===== src/rtl/diff_operator_multi_pkg.sv =====
// diff_operator_multi_pkg: shared operator types, constants and saturating subtract.
package diff_operator_multi_pkg;
    localparam int OUT_RES = 16;
    localparam int J = 7;
    typedef enum logic [1:0] {IDLE, CALC, CARRY, DONE} state_t;
    function automatic logic signed [63:0] sat_sub(input logic signed [63:0] a, input logic signed [63:0] b, input int w);
        logic signed [63:0] d, hi, lo;
        hi = (64'sd1 <<< (w - 1)) - 64'sd1;
        lo = -(64'sd1 <<< (w - 1));
        d = a - b;
        return d > hi ? hi : d < lo ? lo : d;
    endfunction
endpackage


===== src/rtl/diff_operator_multi_sub.sv =====
// diff_stage_sub: OUT_RES-bit subtractor, wrapping by default or saturating with DIFF_OPERATOR_SAT_EN.
module diff_stage_sub #(
    parameter int W = 16
) (
    input  logic signed [W-1:0] a_i,
    input  logic signed [W-1:0] b_i,
    output logic signed [W-1:0] y_o
);
`ifdef DIFF_OPERATOR_SAT_EN
    import diff_operator_multi_pkg::*;
    assign y_o = W'(sat_sub(64'(a_i), 64'(b_i), W));
`else
    assign y_o = a_i - b_i;
`endif
endmodule


===== src/rtl/diff_operator_multi.sv =====
// diff_operator_multi: ORDER-th backward difference across frames, one element per cycle.
// Optional saturation is selected by the DIFF_OPERATOR_SAT_EN macro.
module diff_operator_multi #(
    parameter int ROWS    = diff_operator_multi_pkg::J + 1,
    parameter int ORDER   = 1,
    parameter int OUT_RES = diff_operator_multi_pkg::OUT_RES
) (
    input  logic                      clk,
    input  logic                      reset_n,
    input  logic                      clear,
    input  logic                      in_valid,
    output logic                      in_ready,
    input  logic signed [OUT_RES-1:0] in [ROWS],
    output logic                      out_valid,
    output logic signed [OUT_RES-1:0] out [ROWS]
);
    import diff_operator_multi_pkg::*;
    localparam int RW = $clog2(ROWS);
    localparam int KW = ORDER > 1 ? $clog2(ORDER) : 1;
    state_t state_q;
    logic signed [OUT_RES-1:0] s_q [ROWS];
    logic signed [OUT_RES-1:0] out_q [ROWS];
    logic signed [OUT_RES-1:0] hist_q [ORDER];
    logic signed [OUT_RES-1:0] nh_q [ORDER];
    logic signed [OUT_RES-1:0] prev_q, a, b, d;
    logic [RW-1:0] r_q;
    logic [KW-1:0] k_q;
    logic out_valid_q, last_row, last_elem;
    // prev_q keeps the pre-difference value of the row just overwritten in place
    assign a = s_q[r_q];
    assign b = r_q == '0 ? hist_q[k_q] : prev_q;
    assign last_row = r_q == RW'(ROWS - 1);
    assign last_elem = last_row && k_q == KW'(ORDER - 1);
    assign in_ready = state_q == IDLE;
    assign out_valid = out_valid_q;
    assign out = out_q;
    diff_stage_sub #(.W(OUT_RES)) u_sub (.a_i(a), .b_i(b), .y_o(d));
    always_ff @(posedge clk or negedge reset_n) begin
        if (!reset_n) begin
            state_q <= IDLE;
            r_q <= '0;
            k_q <= '0;
            prev_q <= '0;
            out_valid_q <= 1'b0;
            for (int i = 0; i < ROWS; i++) begin
                s_q[i] <= '0;
                out_q[i] <= '0;
            end
            for (int i = 0; i < ORDER; i++) begin
                hist_q[i] <= '0;
                nh_q[i] <= '0;
            end
        end else begin
            out_valid_q <= 1'b0;
            if (clear) begin
                state_q <= IDLE;
                for (int i = 0; i < ORDER; i++) hist_q[i] <= '0;
            end else begin
                case (state_q)
                    IDLE: if (in_valid) begin
                        s_q <= in;
                        r_q <= '0;
                        k_q <= '0;
                        state_q <= CALC;
                    end
                    CALC: begin
                        s_q[r_q] <= d;
                        prev_q <= a;
                        if (last_row) nh_q[k_q] <= a;
                        r_q <= last_row ? '0 : r_q + 1'b1;
                        k_q <= last_row ? k_q + 1'b1 : k_q;
                        if (last_elem) state_q <= CARRY;
                    end
                    CARRY: begin
                        hist_q <= nh_q;
                        state_q <= DONE;
                    end
                    default: begin
                        out_q <= s_q;
                        out_valid_q <= 1'b1;
                        state_q <= IDLE;
                    end
                endcase
            end
        end
    end
endmodule


===== config.mk =====
export PLATFORM = sky130hd
export DESIGN_NAME = diff_operator_multi
export DESIGN_NICKNAME = d
export VERILOG_FILES = /design/src/rtl/diff_operator_multi_pkg.sv /design/src/rtl/diff_operator_multi_sub.sv /design/src/rtl/diff_operator_multi.sv
export SDC_FILE = /design/constraint.sdc
export NUM_CORES = 1
export LEC_CHECK = 0
export CORE_MARGIN = 4
export CORE_UTILIZATION = 40
export DETAILED_ROUTE_END_ITERATION = 10
export PLACE_DENSITY = 0.66
export SLEW_MARGIN = 0
export SYNTH_ARGS = -nofsm -noshare
export SYNTH_HDL_FRONTEND = slang
export SYNTH_SLANG_ARGS = --single-unit

===== constraint.sdc =====
create_clock -name clk -period 3.3 [get_ports clk]
set_clock_uncertainty 0.05 [all_clocks]
set_input_delay 0.495 -clock clk [delete_from_list [all_inputs] [get_ports clk]]
set_output_delay 0.495 -clock clk [all_outputs]
set_load 0.005 [all_outputs]

# After elaboration in Yosys (flattened, before gate mapping)
# Index checks and enable logic that the tools add are counted.
# word_totals
reg_bits	311
in_bits	132
# classes
addsub	3
order_cmp	4
n_eq_ne	7
n_mux	26
n_bitwise	4
reduce_logical	14
# op_table
operator	n
$pmux 128 s2	1
$bwmux 128	1
$mux 128	1
$mux 16	8
$bmux 16 s3	1
$demux 16 s3	1
$bwmux 16	1
$sub 16x16->16	1
$mux 2	3
$mux 3	2
$ne 3x3->1 const B	2
$pmux 2 s3	1
$pmux 3 s2	1
$reduce_and 2->1	3
$reduce_and 3->1	2
$ge 4x4->1 const B	1
$lt 4x1->1 const B	1
$mux 1	4
$ne 2x2->1 const B	2
$not 3->4	1
$reduce_and 4->1	1
$reduce_bool 2->1	2
$add 3x1->3 const B	1
$eq 3x3->1 const B	1
11 further kinds	15

# Logic depth before layout (Yosys ltp)
# Gate-level depths: netlist (run 1).
# logic_depth
depth_word	7
depth_mapped	17
ltp_nobuf	14

# Cells and area by module
# Synthesis (run 1) repeated with hierarchy kept, for this count alone.
# unflattened
cells_unflattened	1595
hier_area_um2	15531.1
# by_module_without_submodules
mod	n_inst	cells_each	area_each_um2	seq_area_each_um2
diff_operator_multi	1	1473	14675.3	7782.5
diff_stage_sub	1	122	855.8	0.0

# Worst setup path after synthesis (run 1)
# No wires, ideal clock.
# synth_path
kind	register to register
startpoint	reg r_q[0]
endpoint	reg s_q[108] (netlist bit)
setup_ns	0.139
arrival_time_ns	3.488
t_required_ns	3.111
slack_ns	-0.377
stages_incl_launch_ff	16
path_buffers	3
cell_sequence	dfrtp_1 -> buf_2 -> inv_1 -> buf_2 -> ha_1 -> nand2b_1 -> clkbuf_1 -> mux2_2 -> ha_1 -> fa_1 -> nor2b_1 -> o211ai_1 -> a21o_1 -> o311a_1 -> xor2_1 -> o21ai_0
# synth_via
elab_chain_cells	7
word_cells_on_any_way	14
# synth_lines
element	line	source
start: declaration	diff_operator_multi.sv:26	logic [RW-1:0] r_q;
start signal: assignment	diff_operator_multi.sv:70	r_q <= last_row ? '0 : r_q + 1'b1;
$not 3->4 (implied by the code)	diff_operator_multi.sv:30, diff_operator_multi.sv:67	
$bmux 16 s3 (tied with other cells)	diff_operator_multi.sv:30	assign a = s_q[r_q];
$mux 16 (implied by the code) / $logic_and 1x1->1 (equally long branches)	diff_operator_multi.sv:30, diff_operator_multi.sv:67	
$mux 16 (on tied branches)	diff_operator_multi.sv:30, diff_operator_multi.sv:67	
$sub 16x16->16 / $demux 16 s3 (equally long branches)	diff_operator_multi_sub.sv:13, diff_operator_multi.sv:67	
$bwmux 128 *	diff_operator_multi.sv:67	s_q[r_q] <= d;
$pmux 128 s2 *	diff_operator_multi.sv:59	case (state_q)
end signal: assignment	diff_operator_multi.sv:61	s_q <= in;
end: declaration	diff_operator_multi.sv:21	logic signed [OUT_RES-1:0] s_q [ROWS];
# Every way passes the cells marked *; elsewhere a longest branch is shown, timed or not. The select of a mux whose other input is x is not followed.
# A chain may end at the register's enable or synchronous reset.

# Worst setup path in the final report (run 1)
# layout_path
startpoint	reg r_q[0]
endpoint	reg s_q[95] (netlist bit)
# layout_via
elab_chain_cells	7
word_cells_on_any_way	14
# layout_lines
element	line	source
$not 3->4 (implied by the code)	diff_operator_multi.sv:30	
$bmux 16 s3	diff_operator_multi.sv:30	
$mux 16 (implied by the code) (2 in series)	diff_operator_multi.sv:30	
net a[6]	diff_operator_multi.sv:25	logic signed [OUT_RES-1:0] prev_q, a, b, d;
$sub 16x16->16	diff_operator_multi_sub.sv:13	assign y_o = a_i - b_i;
$bwmux 128	diff_operator_multi.sv:67	
$pmux 128 s2	diff_operator_multi.sv:59	
# The timed path passes the listed nets, and every way through them passes these cells. The select of a mux whose other input is x is not followed.

==> results of run 1 <==
-- state kept, by name (all words and copies together), names as in the netlist --
signal     cells
out          128
s_q          128
hist_q        16
nh_q          16
prev_q        16
r_q            3
state_q        2
k_q            1
out_valid      1
-- cell type report --
type	count	area [um2]	area share (%)
timing repair buffer	440	4200	20.1
clock buffer	46	967	4.63
clock inverter	14	110	0.527
multi-input combinational	1180	7130	34.2
inverter	24	103	0.491
tap	468	586	2.80
sequential	311	7780	37.3
-- cell families after synthesis --
| group | share of synthesized area, % |
|---|---|
| AND/OR/NAND/NOR | 17.4 |
| adder cells (fa/ha/maj) | 2.08 |
| multiplexers | 4.49 |
| AO/OA/AOI/OAI | 19.0 |
| buffers and inverters | 3.57 |
| XOR/XNOR | 0.770 |
| flip-flops | 52.7 |
-- worst min-delay path by stage --
stage | to | slack [ns] | cells past startpoint
after floorplan | hist_q[0]$_DFFE_PN0P_ | 0.15 | 0
after global placement | nh_q[13]$_DFFE_PN0P_ | 0.41 | 1
after detailed placement | out[117]$_DFFE_PN0P_ | 0.41 | 1
after CTS | out[28]$_DFFE_PN0P_ | 0.43 | 2
after global routing | out[86]$_DFFE_PN0P_ | 0.45 | 2
final | out[61]$_DFFE_PN0P_ | 0.42 | 2
-- cell usage in the layout (no fill, tap or decap), types with 10 or more instances in the layout --
master and n:
mux2_2 10, a221oi_1 35, buf_12 13, nor2_1 57
nand3_1 27, a21oi_2 18, clkbuf_16 35, o22ai_1 48
ha_1 16, dfrtp_1 310, clkdlybuf4s50_1 260, a22o_1 13
nand2_1 475, and3_1 32, o21ai_1 18, buf_6 12
o21ai_0 83, a22oi_1 49, buf_4 152, o21ai_2 46
a21oi_1 78, mux2i_1 39, inv_1 19
-- stage by stage --
| stage | worst slack, ns | power [uW] | TNS (ns) |
|---|---|---|---|
| global placement | -0.174 | 19700 | -4.23 |
| global route | -0.395 | 27700 | -16.01 |
| floorplan | -0.0805 | 13100 | -0.927 |
| finish | -0.281 | 26300 | -6.05 |
| CTS | -0.222 | 23900 | -5.68 |
| detailed placement | -0.239 | 19800 | -7.43 |
-- critical path: cells and delay by family (launching register included) --
family / cells / cell delay (ns)
simple gates: 2 / 0.59
buf+inv: 4 / 0.53
flops: 1 / 0.42
fa+ha+maj: 1 / 0.26
mux: 1 / 0.29
compound gates: 7 / 1.29
-- routing by layer --
| layer | routed length [um] | share of wire, % |
|---|---|---|
| met1 | 24300 | 42 |
| met2 | 26700 | 46 |
| met3 | 4120 | 7.2 |
| met4 | 2360 | 4.1 |
| met5 | 0 | 0 |
-- where the power goes --
part	switching [uW]	leakage (uW)	internal [uW]
Clock	1620	0.000529	2150
Combinational	8050	0.00503	7520
Sequential	1560	0.00394	5370
-- timing repair --
action | CTS | global route
setup endpoints to repair | 86 | 103
cloned | 1 | 0
hold buffers | 1 | 0
resized for setup | 14 | 182
pin swaps | 7 | 52
endpoints found under the hold margin | 49 | 0
buffers inserted | 5 | 15
==> out/qor.txt, run 1 <==
status = finished with violations
failing checks = setup timing
routability-driven placement congestion ratio = 0.943
gr busiest metal = met2
H-tree Lvls = 2
drt pass-1 iters = 5
vias in the first global route = 14.0k
fraction of layout cells with a size suffix above 1 = 18.8%
met3 GRT Util = 4.95%
critical path startpoint = r_q[0]$_DFFE_PN0P_
count leader, synth = nand2_1
Syn Std Cell Area = 14800 um2
starting DRC count in detailed routing = 1257
Crit Path Max Fanout = 8
via count = 14.3k
Final nets = 2148
Synth area leaders = dfrtp_1 53%, nand2_1 12%, o21ai_0 5.1%
type of origin of the critical path = flip-flop
critical path class = flip-flop to flip-flop
number of synthesized flops with an enable pin = 0
most common library cells after synthesis = 477 x nand2_1, 311 x dfrtp_1, 150 x o21ai_0
r2r endpoint = s_q[95]$_DFFE_PN0P_
Max-Slew Margin vs Limit = 38.3%
Fin Hold WS = 0.423 ns
Rows = 70
Worst EP required = 3.63 ns
fmax = 0.279 GHz
vias per cell = 5.76
Finished Layout Cells = 2483
leakage power = 0.00950 uW
Initial Utilization = 40.5%
Die ar. = 40100 um2
core area = 36500 um2
final setup margin = -0.281 ns
Diodes inserted = 0
Max Cap Violations = 0
Clk Latency, worst-skew pair = 0.52 ns
P per Cell Area = 1260 nW/um2
gr usage total = 27.5%
total gr overflow = 0
Seq cells post-synth = 311
filler instances = 3177
fin crit share = 109%
capture point of the critical path = s_q[95]$_DFFE_PN0P_
cts bufs inserted = 35
Ys Warns = 0
Top FF cell, synth = dfrtp_1
DP HPWL = 41600 um
Synthesized Nets = 1780
DP Area = 19000 um2
Distinct cells, synth = 52
Crit-path slowest cell = or4b_4
Slew @ Worst Pin = 0.925 ns
Final ANT Viol Nets = 0
CTS clk-pin slew, worst paths = 0.06 ns
cell area after layout = 20900 um2
Hold Path Class = flip-flop to flip-flop
top cell type's share of synthesized area = 52.7%
critical-path cell list = buf_12 > mux2_4 > a221o_1 > a222oi_1 > buf_4 > inv_4 > ha_4 > o21a_1 > nor2_2 > o21bai_4 > o211a_1 > or4b_4 > o21ai_4 > buf_12 > a21oi_1
post-layout util = 57.2%
Inst Count DP = 2405
first-pass GRT wire length = 86700 um
Peak supply drop = 0.00112 V
IO buf count = 261
Final Setup Violations = 46
Worst Hold Launch = out[61]$_DFFE_PN0P_
Worst R2R Setup Slack = -0.28 ns
mean post-synth cell area = 9.10 um2
# IOs = 262
cell count of the worst reg-to-reg path = 15
Area growth, synth to finish = 41.3%
Die Y = 200 um
RSZ-0062 raised after global routing = true
initial antenna violation count = 0
CP max stage delay = 0.55 ns
largest net degree at the start of global routing = 129
CTS Sinks = 311
min cycle time layout = 3.58 ns
DRC = 0
maximum clock path buffer count = 3
DR WL/cell = 23.2 um
CP endpoint kind = flip-flop
chip width = 200 um
final hold violations = 0
WP data arrival = 3.91 ns
Post-Route WL = 57500 um
Async S/R FF share, synth = 100%
Seq/Total Area, Yosys = 52.7%
worst reg2reg startpoint = r_q[0]$_DFFE_PN0P_
max-slew violations = 0
GR Util met1 = 37.7%
Mapped Cells = 1624
CTS root buffer = clkbuf_16
Top cell by count, worst path = buf_12
Synth area leader = dfrtp_1
CTS tree = yes
met2 usage = 44.1%
(Power assumes the default switching activity.)
==> inputs of run 2 (changes only) <==
--- a/config.mk
+++ b/config.mk
@@ -7,6 +7,7 @@
 export LEC_CHECK = 0
 export CORE_MARGIN = 4
 export CORE_UTILIZATION = 40
+export CTS_CLUSTER_SIZE = 28
 export DETAILED_ROUTE_END_ITERATION = 10
 export PLACE_DENSITY = 0.66
 export SLEW_MARGIN = 0
==> results of run 2 <==
Same layout as run 1: the final DEF is identical, and so are final timing and power.
